===== src/rtl/nes_controller_emulator_if.sv =====
// rtl/nes_controller_emulator_if.sv - NES pad serial link (latch, shift clock, data)
//
// Purpose: bundles the three wires between a NES console-side receiver and a
// pad so both ends can be connected with a single port.
// Signals:
//   nes_latch  receiver -> pad  active-high latch
//   nes_clk    receiver -> pad  shift clock, pad shifts on rising edge
//   nes_data   pad -> receiver  serial data, active-low (0 = pressed)
// Modports:
//   master  receiver side (drives latch/clk, reads data)
//   slave   pad side (reads latch/clk, drives data)

interface nes_controller_emulator_if;
  logic nes_latch;
  logic nes_clk;
  logic nes_data;

  modport master (
    output nes_latch,
    output nes_clk,
    input  nes_data
  );

  modport slave (
    input  nes_latch,
    input  nes_clk,
    output nes_data
  );
endinterface


===== src/rtl/nes_controller_emulator.sv =====
// rtl/nes_controller_emulator.sv - 4021-style NES pad responder driven by latch/shift clock
//
// Purpose: samples eight active-high buttons while the latch is high and
// shifts them out MSB (A) first, active-low, one bit per shift-clock rise.
// Ports:
//   clk         system clock
//   reset       synchronous active-high reset
//   buttons     [7] A, [6] B, [5] Select, [4] Start, [3] Up, [2] Down, [1] Left, [0] Right
//   pad         slave side of the NES link (latch/clk in, data out)
//   bit_count   bits shifted since the last latch, 0..8 saturating
//   frame_done  one-cycle pulse on the 8th shift
//   link_idle   high once no latch rise has been seen for IDLE_TIMEOUT cycles

module nes_controller_emulator #(
  parameter int SYNC_STAGES  = 2,
  parameter int IDLE_TIMEOUT = 1048576
) (
  input  logic                       clk,
  input  logic                       reset,
  input  logic [7:0]                 buttons,
  nes_controller_emulator_if.slave   pad,
  output logic [3:0]                 bit_count,
  output logic                       frame_done,
  output logic                       link_idle
);

  localparam int                IDLE_W   = $clog2(IDLE_TIMEOUT) + 1;
  localparam logic [IDLE_W-1:0] IDLE_MAX = IDLE_W'(IDLE_TIMEOUT);

  typedef enum logic [1:0] {
    ST_LOAD,
    ST_SHIFT,
    ST_DONE
  } state_e;

  // Input synchronisers, bit 0 is the first stage.
  logic [SYNC_STAGES-1:0] latch_sync_q, latch_sync_d;
  logic [SYNC_STAGES-1:0] clk_sync_q,   clk_sync_d;
  logic                   latch_hist_q, latch_hist_d;
  logic                   clk_hist_q,   clk_hist_d;

  logic [7:0]        shreg_q,      shreg_d;
  logic [3:0]        cnt_q,        cnt_d;
  logic              nes_data_q,   nes_data_d;
  logic              frame_done_q, frame_done_d;
  logic [IDLE_W-1:0] idle_ctr_q,   idle_ctr_d;
  logic              framed_q,     framed_d;

  logic   latch_s;
  logic   nclk_s;
  logic   latch_rise;
  logic   nclk_rise;
  state_e state;

  assign latch_s    = latch_sync_q[SYNC_STAGES-1];
  assign nclk_s     = clk_sync_q[SYNC_STAGES-1];
  assign latch_rise = latch_s & ~latch_hist_q;
  assign nclk_rise  = nclk_s & ~clk_hist_q;

  // State is a pure decode of the synchronised latch and the shift count;
  // the latch level dominates everything else.
  always_comb begin
    state = ST_DONE;
    if (latch_s) begin
      state = ST_LOAD;
    end else if (cnt_q < 4'd8) begin
      state = ST_SHIFT;
    end
  end

  always_comb begin
    latch_sync_d = {latch_sync_q[SYNC_STAGES-2:0], pad.nes_latch};
    clk_sync_d   = {clk_sync_q[SYNC_STAGES-2:0], pad.nes_clk};
    latch_hist_d = latch_s;
    clk_hist_d   = nclk_s;

    shreg_d      = shreg_q;
    cnt_d        = cnt_q;
    frame_done_d = 1'b0;
    framed_d     = framed_q;

    unique case (state)
      ST_LOAD: begin
        shreg_d  = buttons;
        cnt_d    = 4'd0;
        framed_d = 1'b1;
      end
      ST_SHIFT: begin
        if (nclk_rise) begin
          shreg_d = {shreg_q[6:0], 1'b0};
          cnt_d   = cnt_q + 4'd1;
          if (cnt_q == 4'd7) begin
            frame_done_d = 1'b1;
          end
        end
      end
      ST_DONE: begin
      end
      default: begin
      end
    endcase

    // Registered output, computed from the current snapshot so it trails the
    // internal action by one cycle.
    nes_data_d = (state == ST_DONE) ? 1'b1 : ~shreg_q[7];

    if (latch_rise) begin
      idle_ctr_d = '0;
    end else if (idle_ctr_q == IDLE_MAX) begin
      idle_ctr_d = idle_ctr_q;
    end else begin
      idle_ctr_d = idle_ctr_q + 1'b1;
    end
  end

  always_ff @(posedge clk) begin
    if (reset) begin
      latch_sync_q <= '0;
      clk_sync_q   <= '0;
      latch_hist_q <= 1'b0;
      clk_hist_q   <= 1'b0;
      shreg_q      <= 8'h00;
      cnt_q        <= 4'd8;
      nes_data_q   <= 1'b1;
      frame_done_q <= 1'b0;
      idle_ctr_q   <= '0;
      framed_q     <= 1'b0;
    end else begin
      latch_sync_q <= latch_sync_d;
      clk_sync_q   <= clk_sync_d;
      latch_hist_q <= latch_hist_d;
      clk_hist_q   <= clk_hist_d;
      shreg_q      <= shreg_d;
      cnt_q        <= cnt_d;
      nes_data_q   <= nes_data_d;
      frame_done_q <= frame_done_d;
      idle_ctr_q   <= idle_ctr_d;
      framed_q     <= framed_d;
    end
  end

  // After reset the counter parks at 8 so stray shift clocks are ignored,
  // but no frame has been latched yet, so the visible count reads 0.
  assign bit_count    = framed_q ? cnt_q : 4'd0;
  assign frame_done   = frame_done_q;
  assign link_idle    = (idle_ctr_q == IDLE_MAX);
  assign pad.nes_data = nes_data_q;

endmodule


===== src/flat_wrapper.sv =====
// flat-port wrapper written by rule: the top's interface ports become plain ports
module nes_controller_emulator_flat 
#(
  parameter int SYNC_STAGES  = 2,
  parameter int IDLE_TIMEOUT = 1048576
)
  (clk, reset, buttons, bit_count, frame_done, link_idle, pad_nes_latch, pad_nes_clk, pad_nes_data);
  nes_controller_emulator_if pad_i ();
  input  logic clk;
  input  logic reset;
  input  logic [7:0] buttons;
  output logic [3:0] bit_count;
  output logic frame_done;
  output logic link_idle;
  input wire logic [$bits(pad_i.nes_latch)-1:0] pad_nes_latch;
  input wire logic [$bits(pad_i.nes_clk)-1:0] pad_nes_clk;
  output wire logic [$bits(pad_i.nes_data)-1:0] pad_nes_data;
  assign pad_i.nes_latch = pad_nes_latch;
  assign pad_i.nes_clk = pad_nes_clk;
  assign pad_nes_data = pad_i.nes_data;
  nes_controller_emulator #(.SYNC_STAGES(SYNC_STAGES), .IDLE_TIMEOUT(IDLE_TIMEOUT)) u_core (.clk(clk), .reset(reset), .buttons(buttons), .pad(pad_i), .bit_count(bit_count), .frame_done(frame_done), .link_idle(link_idle));
endmodule

===== config.mk =====
export PLATFORM = sky130hd
export DESIGN_NAME = nes_controller_emulator_flat
export DESIGN_NICKNAME = d
export VERILOG_FILES = /design/src/rtl/nes_controller_emulator_if.sv /design/src/rtl/nes_controller_emulator.sv /design/src/flat_wrapper.sv
export SDC_FILE = /design/constraint.sdc
export NUM_CORES = 1
export LEC_CHECK = 0
export ABC_AREA = 1
export CORE_MARGIN = 4
export CORE_UTILIZATION = 62
export DETAILED_ROUTE_END_ITERATION = 10
export DONT_BUFFER_PORTS = 1
export PLACE_DENSITY = 0.78
export REMOVE_ABC_BUFFERS = 1
export SYNTH_ARGS = -nofsm -noshare
export SYNTH_HDL_FRONTEND = slang
export SYNTH_SLANG_ARGS = --single-unit

===== constraint.sdc =====
create_clock -name clk -period 1.5 [get_ports clk]
set_input_delay 0.075 -clock clk [delete_from_list [all_inputs] [get_ports clk]]
set_output_delay 0.075 -clock clk [all_outputs]
set_load 0.02 [all_outputs]

==> summary.md <==
| Metric | Value |
|---|---|
| ANT nets after route | 0 |
| Min-Delay Endpoint | u_core.shreg_q[1] |
| CP Launch Type | flip-flop |
| Grt ovf | 0 |
| CORE AREA | 3150 sq um |
| Vias in the first global route | 1,714 |
| VDD IR max | 0.000720 V |
| Global-route wire length before repair | 7400 um |
| Clk slew on worst S/H paths | 0.12 ns |
| Initial core utilization | 0.667 |
| Port Buffers | 0 |
| Drt wl/cell | 12.2 um |
| Flop pwr share | 0.565 |
| Overall Global Routing Usage | 0.218 |
| Placed instance area | approximately 2100 sq um |
| Area delta synth->final | 13.5% |
| Worst r2r dst | u_core.idle_ctr_q[18] |
| Worst-Skew Late Latency | 0.35 ns |
| Avg Inst Size Synth | 7.13 sq um |
| Total wire length | between 4000 and 5000 um |
| FF+latch count, synth | 42 |
| Max clock buf depth | 2 |
| CTS tree | built |
| WS Path Type | reg2out |
| Area leader, netlist | dfxtp_1 |
| Worst min-delay path class | in2reg |
| Yosys warns | 0 |
| Final nets | 329 |
| Crit share post-route | 0.950 |
| Die Height | 66.2 um |
| CP most frequent cell | inv_2 |
| Fin crit period | around 1.4 ns |
| Setup ws final | 0.0748 ns |
| Post-synthesis sequential area ratio | 0.400 |
| ANT cells | 0 |
| Die area | between 4000 and 5000 sq um |
| Worst-path cell chain | inv_2 > ha_4 > nand2_1 > nor2_2 > nand3_2 > inv_2 |
| Hold Path Cell Cnt | 3 |
| Fill cells | about 250 |
| Area of the multi-input gates | 1110 sq um |
| Final setup vio count | 0 |
| Initial antenna violation count | 0 |
| Clock Skews | just under 0.005 ns |
| I/O Pins | 19 |
| Final hold slack | 0.0264 ns |
| Num CTS Buffers | 5 |
| FF+latch area | 846 sq um |
| CP bufs+invs | 2 |
| Final Max Tran Viols | 0 |
| Reg2reg setup slack | 0.17 ns |
| WP data required | 1.42 ns |
| Synth Cell Area | between 2000 and 2500 sq um |
| Status | completed |
| Commonest cells after routing, fill and taps aside | 64 x nand2_1, 44 x nor2_1, 38 x dfxtp_1 |
| CP Capture Type | primary output |
| Worst path slowest cell | dfxtp_2 |
| Drt via density | 5.26 |
| Clk root buf | clkbuf_4 |
| Gate power share | 0.089 |
| DP Worst Slack | roughly 0.17 ns |
| # rows | 20 |
| R2r worst-path depth | 8 |
| Final Hold Viols | 0 |
| Largest net degree at the start of global routing | 18 |
| Drt first-iter violations | 127 |
| Leakage | between 1 and 1.5 nW |
| Max-Cap Viols | 0 |
| Switching share of power | 0.236 |
| Leading post-synthesis cells by cell area | dfxtp_1 40%, nand2_1 11%, nor2_1 8.7% |
| Clock tree sinks | 42 |
| Ratio of cells with drive above 1 in the final layout | 0.156 |
| Hold Startpoint | buttons[1] |
| Mapped Cells | 295 |
| Max Clock Freq | 702 MHz |
| Drt first pass iters | 4 |
| PwrDens | 868 nW/um^2 |
| DR vias | 1,889 |
| Final Instance Area | 2390 sq um |
| # H-tree levels | 2 |
| Pint | 1.58 mW |
| Worst slew pin tran | 0.387 ns |
| Top Family by Delay on Critical Path | flip-flops |
| Clk network pwr share | 0.346 |
| Crit Reg-Reg Startpoint | u_core.idle_ctr_q[1] |
| Worst Path Arrival | 1.35 ns |
| Crit path launch | u_core.idle_ctr_q[0] |
| Normalized max-slew margin | 0.742 |
| Unique masters post-synth | 27 |
| Worst-path maximum fanout | 3 |
| CP peak stage delay | about 0.35 ns |
| Most common cell after layout, fill and taps aside | nand2_1 |
| GP Congestion | 0.870 |
| Chip width | 66.2 um |
| # DRC | 0 |
| DP HPWL | 3020 um |
| Net switching power | 0.490 mW |
| Synth top area share | 0.400 |
[kinds of logic after synthesis]
kind of cell               count (synthesis)  synth area share
DFF                                       42             0.400
AOI/OAI and AO/OA                         46             0.135
xor gates and xnor gates                   1           0.00416
and+or+nand+nor                          160             0.351
buffers and inverters                     43            0.0922
adders and majority gates                  3            0.0178
[Yosys cell counts, drive strengths merged]
cell,number
clkbuf,2
nor3,5
xor2,1
ha,3
o211a,7
buf,4
nand3,21
inv,37
a21oi,20
o21ai,19
nand3b,1
nand2,69
nor4,1
dfxtp,42
nand4,5
nor2,56
and2,2
[power groups by stage]
stage | registers (mW) | clock network, mW | logic, mW
detailed placement | 1.19 | 0 | 0.133
global route | 1.17 | 0.778 | 0.207
global placement | 1.19 | 0 | 0.130
finish | 1.17 | 0.716 | 0.185
CTS | 1.17 | 0.735 | 0.158
floorplan | 1.19 | 0 | 0.0982
[worst min-delay path: stages]
cell and delay [ns]:
o21ai_0 0.06, nand3_1 0.09, o211a_1 0.11
[per-stage QoR]
stage | util | cells | power (mW) | setup TNS, ns
4_1_cts | 0.738 | 356 | 2.06 | 0
5_1_grt | 0.757 | 359 | 2.16 | -0.00110
3_3_place_gp | 0.677 | 337 | 1.32 | 0
3_5_place_dp | 0.677 | 337 | 1.33 | 0
6_report | 0.757 | 359 | 2.07 | 0
2_1_floorplan | - | 289 | 1.29 | 0
[cell type report]
cell class	instances	area share
repair buffers	18	0.0671
multi-input cells	210	0.463
clock buffers	6	0.0173
flip-flops and latches	42	0.354
clock inverters	2	0.0157
well taps	44	0.0231
inverters	37	0.0592
[registers in the layout (all words and copies together), names as in the netlist]
| register | cells |
|---|---|
| u_core.idle_ctr_q | 21 |
| u_core.shreg_q | 8 |
| u_core.cnt_q | 4 |
| u_core.clk_sync_q | 2 |
| u_core.latch_sync_q | 2 |
| u_core.clk_hist_q | 1 |
| u_core.frame_done | 1 |
| u_core.framed_q | 1 |
| u_core.latch_hist_q | 1 |
| u_core.pad.nes_data | 1 |
[worst max path at each step]
stage | end | slack, ns | cells past startpoint
after floorplan | u_core.idle_ctr_q[8] | 0.25 | 5
after global placement | u_core.idle_ctr_q[18] | 0.23 | 8
after detailed placement | u_core.idle_ctr_q[16] | 0.17 | 8
after CTS | link_idle | 0.002 | 5
after global routing | link_idle | -0.001 | 6
final | link_idle | 0.07 | 6
[metal layers]
layer	GRT usage	part of all wire
met5	0	0
met4	0.0939	0.015
met3	0.0493	0.069
met2	0.373	0.48
met1	0.258	0.43
[repair_timing]
| item | CTS | global route |
|---|---|---|
| setup buffers | 1 | 3 |
| hold buffers | 10 | 0 |
| endpoints found under the hold margin | 18 | 0 |
| setup endpoints to repair | 1 | 5 |
| gates resized for setup | 5 | 12 |
| pin swaps | 0 | 2 |
No activity file was read; power rests on OpenSTA's default activity.
